File: src/rtl/mandel_run_ctrl.sv
// Run controller for the Mandelbrot core: launches runs, times them, queues {ret, cycles, timeout} results.
// Latency: start one cycle after command accept; result at FIFO head two cycles after core ready.
// Backpressure: a full result FIFO holds the FSM in PUSH, so no further start until the entry is written.
//
// Ports:
//   clk, reset (async, active-low)
//   cmd_valid/cmd_ready/cmd_runs : batch command from the host (cmd_runs = 0 runs once)
//   start/core_ready/core_ret/core_reset : handshake with the core
//   res_valid/res_ready/res_ret/res_cycles/res_timeout : result FIFO head and pop
//   busy, runs_done : status

// Generic single-clock FIFO, circular buffer with wrapping pointers and an occupancy count.
// Latency: a write is visible at the head on the next cycle when the FIFO was empty.
// Backpressure: writes are dropped while full (callers hold off); reads only when rd_vld.
module sync_fifo #(
    parameter int WIDTH = 8,
    parameter int DEPTH = 4
) (
    input  logic             clk,
    input  logic             reset,
    input  logic             wr_vld,
    input  logic [WIDTH-1:0] wr_dat,
    output logic             full,
    output logic             rd_vld,
    input  logic             rd_rdy,
    output logic [WIDTH-1:0] rd_dat
);
    localparam int AW   = (DEPTH > 1) ? $clog2(DEPTH) : 1;
    localparam int AWP1 = AW + 1;
    localparam logic [AW:0] FULL_CNT = AWP1'(DEPTH);

    logic [WIDTH-1:0] mem_q [DEPTH];
    logic [AW-1:0]    wr_ptr_q;
    logic [AW-1:0]    rd_ptr_q;
    logic [AW:0]      cnt_q;
    logic             do_wr;
    logic             do_rd;

    assign full   = (cnt_q == FULL_CNT);
    assign rd_vld = (cnt_q != '0);
    assign do_wr  = wr_vld && !full;
    assign do_rd  = rd_vld && rd_rdy;
    assign rd_dat = mem_q[rd_ptr_q];

    always_ff @(posedge clk or negedge reset) begin
        if (!reset) begin
            for (int i = 0; i < DEPTH; i++) begin
                mem_q[i] <= '0;
            end
            wr_ptr_q <= '0;
            rd_ptr_q <= '0;
            cnt_q    <= '0;
        end else begin
            if (do_wr) begin
                mem_q[wr_ptr_q] <= wr_dat;
                wr_ptr_q        <= wr_ptr_q + AW'(1);
            end
            if (do_rd) begin
                rd_ptr_q <= rd_ptr_q + AW'(1);
            end
            case ({do_wr, do_rd})
                2'b10:   cnt_q <= cnt_q + AWP1'(1);
                2'b01:   cnt_q <= cnt_q - AWP1'(1);
                default: cnt_q <= cnt_q;
            endcase
        end
    end
endmodule

module mandel_run_ctrl #(
    parameter logic [31:0] TIMEOUT_CYCLES = 32'd16777216,
    parameter int unsigned RECOVER_CYCLES = 4,
    parameter int unsigned RES_DEPTH      = 4
) (
    input  logic        clk,
    input  logic        reset,
    input  logic        cmd_valid,
    output logic        cmd_ready,
    input  logic [7:0]  cmd_runs,
    output logic        start,
    input  logic        core_ready,
    input  logic [31:0] core_ret,
    output logic        core_reset,
    output logic        res_valid,
    input  logic        res_ready,
    output logic [31:0] res_ret,
    output logic [31:0] res_cycles,
    output logic        res_timeout,
    output logic        busy,
    output logic [7:0]  runs_done
);
    typedef enum logic [2:0] {S_IDLE, S_LAUNCH, S_WAIT, S_PUSH, S_RECOVER} state_t;

    typedef struct packed {
        logic [31:0] ret;
        logic [31:0] cycles;
        logic        timeout;
    } res_t;

    localparam logic [31:0] REC_LAST = 32'(RECOVER_CYCLES - 1);

    state_t      state_q;
    state_t      state_d;
    logic [31:0] cnt_q;
    logic [31:0] rec_cnt_q;
    logic [7:0]  runs_left_q;
    logic [7:0]  runs_done_q;
    res_t        ent_q;
    res_t        head;
    logic        rst_hold_q;   // keeps core_reset high from reset until the first clock edge
    logic        fifo_full;
    logic        push;

    // State register
    always_ff @(posedge clk or negedge reset) begin
        if (!reset) begin
            state_q <= S_IDLE;
        end else begin
            state_q <= state_d;
        end
    end

    // Next-state logic
    always_comb begin
        state_d = state_q;
        case (state_q)
            S_IDLE:    if (cmd_valid) state_d = S_LAUNCH;
            S_LAUNCH:  state_d = S_WAIT;   // core_ready may be stale here; never sampled
            S_WAIT:    if (core_ready || (cnt_q == TIMEOUT_CYCLES)) state_d = S_PUSH;
            S_PUSH: begin
                // Stall decision uses the occupancy at the start of the cycle; a
                // same-cycle pop frees the slot for the next cycle only.
                if (!fifo_full) begin
                    if (ent_q.timeout)            state_d = S_RECOVER;
                    else if (runs_left_q > 8'd1)  state_d = S_LAUNCH;
                    else                          state_d = S_IDLE;
                end
            end
            S_RECOVER: begin
                if (rec_cnt_q == REC_LAST) begin
                    state_d = (runs_left_q != 8'd0) ? S_LAUNCH : S_IDLE;
                end
            end
            default:   state_d = S_IDLE;
        endcase
    end

    // Outputs
    always_comb begin
        cmd_ready  = 1'b0;
        start      = 1'b0;
        busy       = 1'b1;
        push       = 1'b0;
        core_reset = rst_hold_q;
        case (state_q)
            S_IDLE: begin
                cmd_ready = 1'b1;
                busy      = 1'b0;
            end
            S_LAUNCH:  start      = 1'b1;
            S_PUSH:    push       = !fifo_full;
            S_RECOVER: core_reset = 1'b1;
            default:   ;
        endcase
    end

    // Datapath: run bookkeeping, cycle counter, pending entry, recover timer
    always_ff @(posedge clk or negedge reset) begin
        if (!reset) begin
            cnt_q       <= '0;
            rec_cnt_q   <= '0;
            runs_left_q <= '0;
            runs_done_q <= '0;
            ent_q       <= '0;
            rst_hold_q  <= 1'b1;
        end else begin
            rst_hold_q <= 1'b0;
            case (state_q)
                S_IDLE: begin
                    if (cmd_valid) begin
                        runs_left_q <= (cmd_runs == 8'd0) ? 8'd1 : cmd_runs;
                        runs_done_q <= '0;
                    end
                end
                S_LAUNCH: cnt_q <= 32'd1;
                S_WAIT: begin
                    if (cnt_q != '1) cnt_q <= cnt_q + 32'd1;
                    // Ready wins over the watchdog when both land on the same cycle.
                    if (core_ready) begin
                        ent_q <= {core_ret, cnt_q, 1'b0};
                    end else if (cnt_q == TIMEOUT_CYCLES) begin
                        ent_q <= {32'd0, TIMEOUT_CYCLES, 1'b1};
                    end
                end
                S_PUSH: begin
                    if (push) begin
                        runs_done_q <= runs_done_q + 8'd1;
                        runs_left_q <= runs_left_q - 8'd1;
                        rec_cnt_q   <= '0;
                    end
                end
                S_RECOVER: rec_cnt_q <= rec_cnt_q + 32'd1;
                default: ;
            endcase
        end
    end

    sync_fifo #(
        .WIDTH ($bits(res_t)),
        .DEPTH (int'(RES_DEPTH))
    ) u_res_fifo (
        .clk    (clk),
        .reset  (reset),
        .wr_vld (push),
        .wr_dat (ent_q),
        .full   (fifo_full),
        .rd_vld (res_valid),
        .rd_rdy (res_ready),
        .rd_dat (head)
    );

    assign res_ret     = head.ret;
    assign res_cycles  = head.cycles;
    assign res_timeout = head.timeout;
    assign runs_done   = runs_done_q;
endmodule

File: config.mk
export PLATFORM = sky130hd
export DESIGN_NAME = mandel_run_ctrl
export DESIGN_NICKNAME = d
export VERILOG_FILES = /design/src/rtl/mandel_run_ctrl.sv
export SDC_FILE = /design/constraint.sdc
export NUM_CORES = 1
export LEC_CHECK = 0
export BUFFER_PORTS_ARGS = -buffer_cell sky130_fd_sc_hd__buf_2
export CAP_MARGIN = 20
export CORE_ASPECT_RATIO = 1.1
export CORE_UTILIZATION = 40
export DETAILED_ROUTE_END_ITERATION = 8
export SLEW_MARGIN = 5
export SYNTH_ARGS = -nofsm -noshare
export SYNTH_HDL_FRONTEND = slang
export SYNTH_SLANG_ARGS = --single-unit
File: constraint.sdc
create_clock -name clk -period 5.2 [get_ports clk]
set_clock_uncertainty 0.15 [all_clocks]
set_input_delay 0.26 -clock clk [delete_from_list [all_inputs] [get_ports clk]]
set_output_delay 0.26 -clock clk [all_outputs]
set_load 0.1 [all_outputs]
== Word-level counts from Yosys, hierarchy flattened ==
Index checks and enable logic that the tools add are counted.

* Output and inout bits: 78
* Input bits: 45
* Flip-flop bits (word level): 416

* $add $sub $neg: 8
* Reduce and logical (&&, ||, !) cells: 19
* Order comparisons: 4
* Multiplexer cells: 33
* Equality and inequality tests: 16
* Bitwise operators: 2

{| class="wikitable"
|+ Operators by type and width
! kind !! count
|-
| 65-bit 2-to-1 mux || 5
|-
| 260-bit bitwise mux || 1
|-
| 65-bit binary-select mux with 2-bit select || 1
|-
| 65-bit demux with 2-bit select || 1
|-
| 32-bit case mux with 2 select lines || 2
|-
| 32-bit by 1-bit adder with 32-bit output, second input constant || 2
|-
| 32-bit 2-to-1 mux || 2
|-
| 8-bit 2-to-1 mux || 5
|-
| 32-bit by 2-bit equality test with 1-bit output, second input constant || 1
|-
| 32-bit by 25-bit equality test with 1-bit output, second input constant || 1
|-
| 32-bit != test, second input constant || 1
|-
| 8-bit case mux with 2 select lines || 2
|-
| 3-bit 2-to-1 mux || 5
|-
| 3-bit case mux with 5 select lines || 1
|-
| 2-bit != test, second input constant || 5
|-
| 2-bit nonzero test || 5
|-
| 8-bit by 1-bit adder with 8-bit output, second input constant || 1
|-
| 8-bit by 1-bit > comparator with 1-bit output, second input constant || 1
|-
| 8-bit logical NOT || 1
|-
| 8-bit nonzero test || 1
|-
| 8-bit by 1-bit subtractor with 8-bit output, second input constant || 1
|-
| 1-bit 2-to-1 mux || 7
|-
| 3-bit by 2-bit equality test with 1-bit output, second input constant || 2
|-
| 3-bit equality test, second input constant || 2
|-
| other kinds (19) || 26
|}

== Logic depth before layout (Yosys ltp) ==
Gate-level depths: netlist (run 1).

* Depth after elaboration: 6
* Gate-level depth with buffers: 12
* Gate-level depth less buffers: 9

== By module ==
Synthesis (run 1) repeated with hierarchy kept, for this count alone.

* Cell total of the unflattened synthesis: 1347
* Area, all modules: 18720.5 um2

{| class="wikitable"
|+ Modules (own cells, without submodules)
! module !! area an instance (um2) !! cells each !! sequential area each (um2) !! instances
|-
| sync_fifo || 11690.0 || 668 || 6681.4 || 1
|-
| mandel_run_ctrl || 7030.5 || 679 || 3729.8 || 1
|}

== Worst setup path after synthesis (run 1) ==
No wires, ideal clock.

* Kind: register -> register
* From: register state_q[0]
* To: register runs_done_q[7], in the netlist runs_done[7]
* Stages on the path, launching flop included: 8
* Path slack: 1.995 ns
* Library setup time: 0.100 ns
* Arrival time: 2.955 ns
* Cells stage by stage: dfrtp_1 clkbuf_1 or3_1 inv_1 a21oi_1 clkbuf_1 o21ai_0 o31ai_1

* Longest elaborated chain between the ends: 4
* Elaborated cells between the ends (all ways): 8
* Classes of those cells: 3 x eq/ne; 2 x mux; 3 x reduce/logical

{| class="wikitable"
|+ Ends and longest elaborated chain
! element !! RTL line !! source
|-
| start, declared || 102 || <nowiki>state_t state_q;</nowiki>
|-
| start signal, assigned || 119 || <nowiki>state_q <= state_d;</nowiki>
|-
| 3-bit by 2-bit equality test with 1-bit output || 155, 178 ||
|-
| 1-bit 2-to-1 mux || 155 || <nowiki>case (state_q)</nowiki>
|-
| 2-bit by 1-bit != test with 1-bit output (no source line) || - ||
|-
| 3-bit AND reduction (no source line) || - ||
|-
| end signal, assigned || 197 || <nowiki>runs_done_q <= runs_done_q + 8'd1;</nowiki>
|-
| end, declared || 107 || <nowiki>logic [7:0] runs_done_q;</nowiki>
|}

Parallel ways exist; a longest one is shown, timed or not.
A chain may end at the register's enable or synchronous reset.

== Worst setup path after layout (run 1) ==
* From: register state_q[0]
* To: register u_res_fifo.cnt_q[2]

* Longest elaborated chain between the ends: 5
* Elaborated cells between the ends (all ways): 7
* Classes of those cells: 3 x eq/ne; 2 x mux; 2 x reduce/logical

{| class="wikitable"
|+ Ends and longest elaborated chain
! element !! RTL line !! source
|-
| 3-bit by 2-bit equality test with 1-bit output * || 155 ||
|-
| 1-bit 2-to-1 mux * || 155 ||
|-
| 1-bit logical AND * || 41 || <nowiki>assign do_wr = wr_vld && !full;</nowiki>
|-
| 2-bit by 1-bit equality test with 1-bit output or 2-bit equality test (tied branches) || 61 || <nowiki>case ({do_wr, do_rd})</nowiki>
|-
| 3-bit case mux with 2 select lines or 2-bit nonzero test (tied branches) || - ||
|-
| end signal, assigned || 62 || <nowiki>2'b10: cnt_q <= cnt_q + AWP1'(1);</nowiki>
|-
| end signal, assigned || 63 || <nowiki>2'b01: cnt_q <= cnt_q - AWP1'(1);</nowiki>
|-
| end signal, assigned || 64 || <nowiki>default: cnt_q <= cnt_q;</nowiki>
|-
| end, declared || 35 || <nowiki>logic [AW:0] cnt_q;</nowiki>
|}

Mark *: on every way between the ends. The rest lies on a longest branch, timed or not.

==> results.cfg, run 1 <==
[setup_path]
worstPathRequired_ns = 5.51
crit_slowest_cell = nand3b_1
worstPathArrival_ns = 3.99
cpPeakStageDelay_ns = 0.64
path_cells = nand3b_1 -> nor2_2 -> buf_4 -> clkinv_1 -> buf_4 -> ha_1 -> inv_1 -> fa_1 -> xor2_1 -> nor2_1 -> xor2_1
cp_max_fo = 27
reg2reg_to = u_res_fifo.cnt_q[2]
critPathLaunchType = flip-flop
path_class = reg -> reg
r2r-start = state_q[0]
regToRegSetupSlack_ns = 1.52
critPathCaptureType = flip-flop
worstRegToRegCells = 11

[sta]
fin_crit_ns = 3.68
final_hold_viol_count = 0
fin_crit_sh_pct = 70.7
worstMarginPinSlew_ns = 0.994
slew_violations = 0
fin_tns_setup_ns = 0
slew_headroom_pct = 33.8
setup_viol = 0
max_freq_mhz = 272
rsz0062_at_grt = false

[die]
die_w_um = 207
fp-row-count = 82
design.core.area_mm2 = 0.0456
start_util_pct = 40.5
die_y_um = 227
ioPinCount = 123
die-area_mm2 = 0.0469

[synth]
synth.distinct_cells = 58
seq_area_frac_synth_pct = 56.5
synth_edf_count = 0
synth_common_cells = dfrtp_1, mux2_2, clkbuf_1, mux4_2
synth.net_count = 1413
async_flop_share_pct = 100
ys_seq_elements = 416
syn_area_mm2 = 0.0184
yosys_warnings = 0
ys.flop_type = dfrtp_1
synthMostInstantiatedCell = dfrtp_1
yosysTopAreaCellShare_pct = 56.4
yosys-top-cells-area = dfrtp_1, mux2_2, mux4_2
avgSynthCellArea_um2 = 13.6
syn-instance-count = 1356
synth.largest_area_cell = dfrtp_1

[pwr]
comb_power_share_pct = 39.2
swShare_pct = 41.4
power_switching_w = 0.00548
p_seq_share_pct = 35.4
p_leak_nw = 10.1
total_power_w = 0.0132
max-vdd-ir-drop_v = 0.000373
p_int_w = 0.00777
powerDensity_mw_per_mm2 = 611
power_frac_clock_pct = 25.4

[route]
drc_errors = 12
dr.pass1.iters = 7
drt_iter0_markers = 602
routed_wl_mm = 42.1
drtAntennaViolNets = 0
num_vias = 11800
detail_route.wl_per_cell_um = 19.8
vias_per_cell = 5.56

[cts]
cts_made_buffers = 46
numClockSinks = 416
cts_setup_buffers = 0
root_buffer = clkbuf_16
insertion_delay_ns = 0.59
cts_hold_buf = 45
cts-resized-gates = 0
htreeDepth = 2
cts.path.max_buffers = 3
clk_pin_slew_ns = 0.06
cts_tree = yes

[global_route]
grt-ovfl-total = 0
grt_max_degree = 146
track_usage_pct = 18.4
antenna_found_initial = 0
grt_pass1_wl_mm = 67.7
grt_pass1_vias = 12300

[place]
dpl.hpwl_mm = 25.0
numPortBuffers = 122
place_inst = 2001
place.gp.congestion = 0.792

[cells_and_area]
syn2layout_area_growth_pct = 17.7
stdcell_count = 2127
drive_gt1_share_pct = 36.7
n_antenna_cell = 0
final_nets = 1563

[status]
status = complete, but fails checks
violations = design-rule violations

[flow_run]
cap_violations = 0

[hold_path]
hp-start = cmd_valid
hold_path.class = in -> reg
whs_path_depth = 4
worstHoldEndpoint = runs_left_q[2]
==> power by group through the flow <==
| stage | sequential [W] | clock (W) | combinational, W |
|---|---|---|---|
| 2_1_floorplan | 0.00444 | 0 | 0.00444 |
| 3_3_place_gp | 0.00471 | 0 | 0.00512 |
| 3_5_place_dp | 0.00476 | 0 | 0.00520 |
| 4_1_cts | 0.00471 | 0.00346 | 0.00526 |
| 5_1_grt | 0.00482 | 0.00359 | 0.00549 |
| 6_report | 0.00469 | 0.00336 | 0.00519 |
==> worst max-delay path by stage <==
stage | from | slack [ns] | depth (start not counted) | endpoint
6_report | state_q[0] | 1.52 | 11 | u_res_fifo.cnt_q[2]
5_1_grt | state_q[0] | 1.22 | 11 | u_res_fifo.cnt_q[2]
4_1_cts | state_q[0] | 1.50 | 11 | u_res_fifo.cnt_q[2]
3_5_place_dp | state_q[0] | 1.52 | 11 | u_res_fifo.cnt_q[2]
3_3_place_gp | state_q[0] | 1.59 | 11 | u_res_fifo.cnt_q[2]
2_1_floorplan | state_q[0] | 2.00 | 7 | runs_done[7]
==> per-layer routing <==
metal | vias up | part of all wire, % | global-route usage, %
li1 | 5418 | - | -
met1 | 6152 | 45 | 24.9
met2 | 197 | 49 | 30.3
met3 | 63 | 4.1 | 3.31
met4 | 0 | 2.2 | 5.34
met5 | - | 0 | 0
==> layout make-up <==
type,instances,area [um^2]
sequential,416,10400
clock buffer,61,1290
inverter,23,87.6
clock inverter,20,269
tap,588,736
multi-input combinational,834,7650
timing repair buffer,185,1230
fill,4057,23900
==> metrics by stage <==
step	util [%]	instance area, um^2	setup slack [ns]	hold slack (ns)
after floorplan	-	18400	2.00	-0.186
after global placement	43.2	19700	1.59	0.256
after detailed placement	43.2	19700	1.52	0.271
after CTS	47.6	21700	1.50	0.0821
after global routing	47.6	21700	1.22	0.157
final	47.6	21700	1.52	0.135
==> cell usage in the layout (no fill, tap or decap), drive strengths merged, types with 30 or more instances in the layout <==
master,instances
a21oi,42
a22o,65
buf,140
clkbuf,61
dfrtp,415
dlygate4sd3,45
mux2,256
mux4,65
nand2,63
nor2,30
o21ai,65
==> registers in the layout, summed over array words and instances, names as in the netlist <==
signal / flops
runs_done: 8
rec_cnt_q: 32
ent_q: 65
u_res_fifo.cnt_q: 3
u_res_fifo.mem_q: 260
cnt_q: 32
rst_hold_q: 1
runs_left_q: 8
u_res_fifo.wr_ptr_q: 2
state_q: 3
u_res_fifo.rd_ptr_q: 2
==> critical path: cells and delay by family (launching register included) <==
kind / cells / cell delay, ns
AND/OR/NAND/NOR: 3 / 1.34
buffers and inverters: 4 / 0.72
flip-flops: 1 / 0.63
adder cells (fa/ha/maj): 2 / 0.40
XOR/XNOR: 2 / 0.29
==> logic make-up after synthesis <==
logic type,share of synthesized area (%)
flops,56.5
mux,24.3
simple gates,7.77
compound gates,7.86
buf+inv,2.23
fa+ha+maj,0.855
xor+xnor,0.482
other cells,0.0203
Note: power is estimated with default switching activity, not from simulation.
==> run 2: changes to the inputs <==
Clock period 5.2 ns to 3.6 ns, I/O delays scaled along.
==> run 2 against run 1 <==
  * The run still ends with design-rule violations left
  * Sequential share of layout area hardly changed
  * Sequential cell count unchanged
  * Global-route usage down 0.052 points
  * Final area barely moved
  * Die area did not move
  * Critical path depth down 2
  * Combinational power is 51% higher
  * Critical path type unchanged
==> results.cfg, run 2 (synthesized netlist as in run 1, its figures left out) <==
[cts]
insertion_delay_ns = 0.58
cts_setup_buffers = 0
cts.path.max_buffers = 3
cts-resized-gates = 0
numClockSinks = 416
clk_pin_slew_ns = 0.06
cts_tree = yes
cts_made_buffers = 44
root_buffer = clkbuf_16
htreeDepth = 2

[die]
die_y_um = 227
start_util_pct = 40.5
ioPinCount = 123
design.core.area_mm2 = 0.0456
fp-row-count = 82
die-area_mm2 = 0.0469
die_w_um = 207

[sta]
final_hold_viol_count = 0
fin_tns_setup_ns = 0
fin_crit_sh_pct = 86.1
rsz0062_at_grt = false
slew_violations = 0
max_freq_mhz = 323
fin_crit_ns = 3.10
worstMarginPinSlew_ns = 0.840
slew_headroom_pct = 44.0
setup_viol = 0

[setup_path]
worstPathRequired_ns = 3.91
critPathLaunchType = flip-flop
cp_max_fo = 22
worstPathArrival_ns = 3.40
path_class = reg -> reg
critPathCaptureType = flip-flop

[global_route]
grt-ovfl-total = 0
grt_pass1_vias = 12300
antenna_found_initial = 1
grt_max_degree = 90
track_usage_pct = 18.4
grt_pass1_wl_mm = 67.5

[route]
routed_wl_mm = 41.7
dr.pass1.iters = 7
vias_per_cell = 5.58
detail_route.wl_per_cell_um = 19.5
drc_errors = 12
drtAntennaViolNets = 0
drt_iter0_markers = 803
num_vias = 11900

[flow_run]
cap_violations = 0

[cells_and_area]
syn2layout_area_growth_pct = 17.7
stdcell_count = 2136
regMostFlops = u_res_fifo.mem_q
mostFrequentLayoutCells = dfrtp_1, mux2_2, buf_2
reg_top3 = u_res_fifo.mem_q: 260 flops, ent_q: 65 flops
drive_gt1_share_pct = 36.6
final_common_cell = dfrtp_1
final_nets = 1579
largest_register_ffs = 260

[pwr]
max-vdd-ir-drop_v = 0.000610
powerDensity_mw_per_mm2 = 867
p_leak_nw = 10.2

[hold_path]
hold_path.class = in -> async

[place]
place_inst = 2015
dpl.hpwl_mm = 25.5
numPortBuffers = 122
place.gp.congestion = 0.832

[status]
status = complete, but fails checks
violations = design-rule violations
==> run 2: cell types whose count changed in the layout (fill, tap and decap cells not counted), sizes merged, moves of 2 or more <==
cell         previous run  this run
buf                   140       154
bufinv                  6         1
clkinv                 14        10
dlygate4sd3            45        49
inv                    23        21
==> run 2: cell type report <==
class                      instances  area [um^2]
fill                            4021        23900
sequential                       416        10400
multi-input combinational        834         7650
timing repair buffer             203         1440
clock buffer                      62         1270
tap                              588          736
clock inverter                     9         88.8
inverter                          23         87.6
antenna                            1         2.50
==> run 2: what timing repair did <==
action,4_1_cts,5_1_grt
hold buffers,49,0
setup endpoints to repair,0,0
endpoints found under the hold margin,286,0
==> run 2: metal layers <==
| layer | global-route usage [%] | part of all wire, % | up-vias |
|---|---|---|---|
| li1 | - | - | 5429 |
| met1 | 24.4 | 44 | 6193 |
| met2 | 30.5 | 49 | 211 |
| met3 | 3.16 | 4.0 | 78 |
| met4 | 5.88 | 2.7 | 0 |
| met5 | 0 | 0 | - |
==> run 2: worst paths after layout <==
path	startpoint	slack [ns]	depth (start not counted)	endpoint
worst min-delay path	reset	0.01	2	u_res_fifo.mem_q[50]
worst max register to register	state_q[0]	0.50	9	runs_left_q[3]
min in group clk	core_ret[25]	0.22	3	ent_q[58]
worst max-delay path	state_q[0]	0.50	9	runs_left_q[3]
max in group asynchronous	reset	2.12	3	ent_q[36]
worst min register to register	u_res_fifo.mem_q[220]	0.33	2	u_res_fifo.mem_q[220]
==> run 2: worst max-delay path: stages, from the launching register on <==
cell	delay, ns
dfrtp_1	0.62
nand3b_1	0.15
buf_4	0.23
nor2_2	0.59
buf_4	0.26
a21oi_1	0.04
buf_4	0.18
a21oi_1	0.12
o22ai_1	0.08
dlygate4sd3_1	0.55
==> run 2: through the flow <==
step,instance area (um^2),hold WS (ns),utilization [%],power [W],worst slack (ns)
5_1_grt,21700,0.0549,47.6,0.0198,0.346
4_1_cts,21700,0.0125,47.6,0.0191,0.505
6_report,21700,0.0127,47.6,0.0188,0.501
3_3_place_gp,19800,0.0256,43.6,0.0144,0.792
2_1_floorplan,18400,-0.266,-,0.0128,0.395
3_5_place_dp,19800,0.0333,43.6,0.0145,0.647
==> run 2: where the power goes <==
part           total (W)  switching (W)  leakage [nW]  internal, W
clock            0.00436        0.00185         0.671      0.00252
combinational    0.00784        0.00518          3.95      0.00266
sequential       0.00660       0.000831          5.53      0.00577
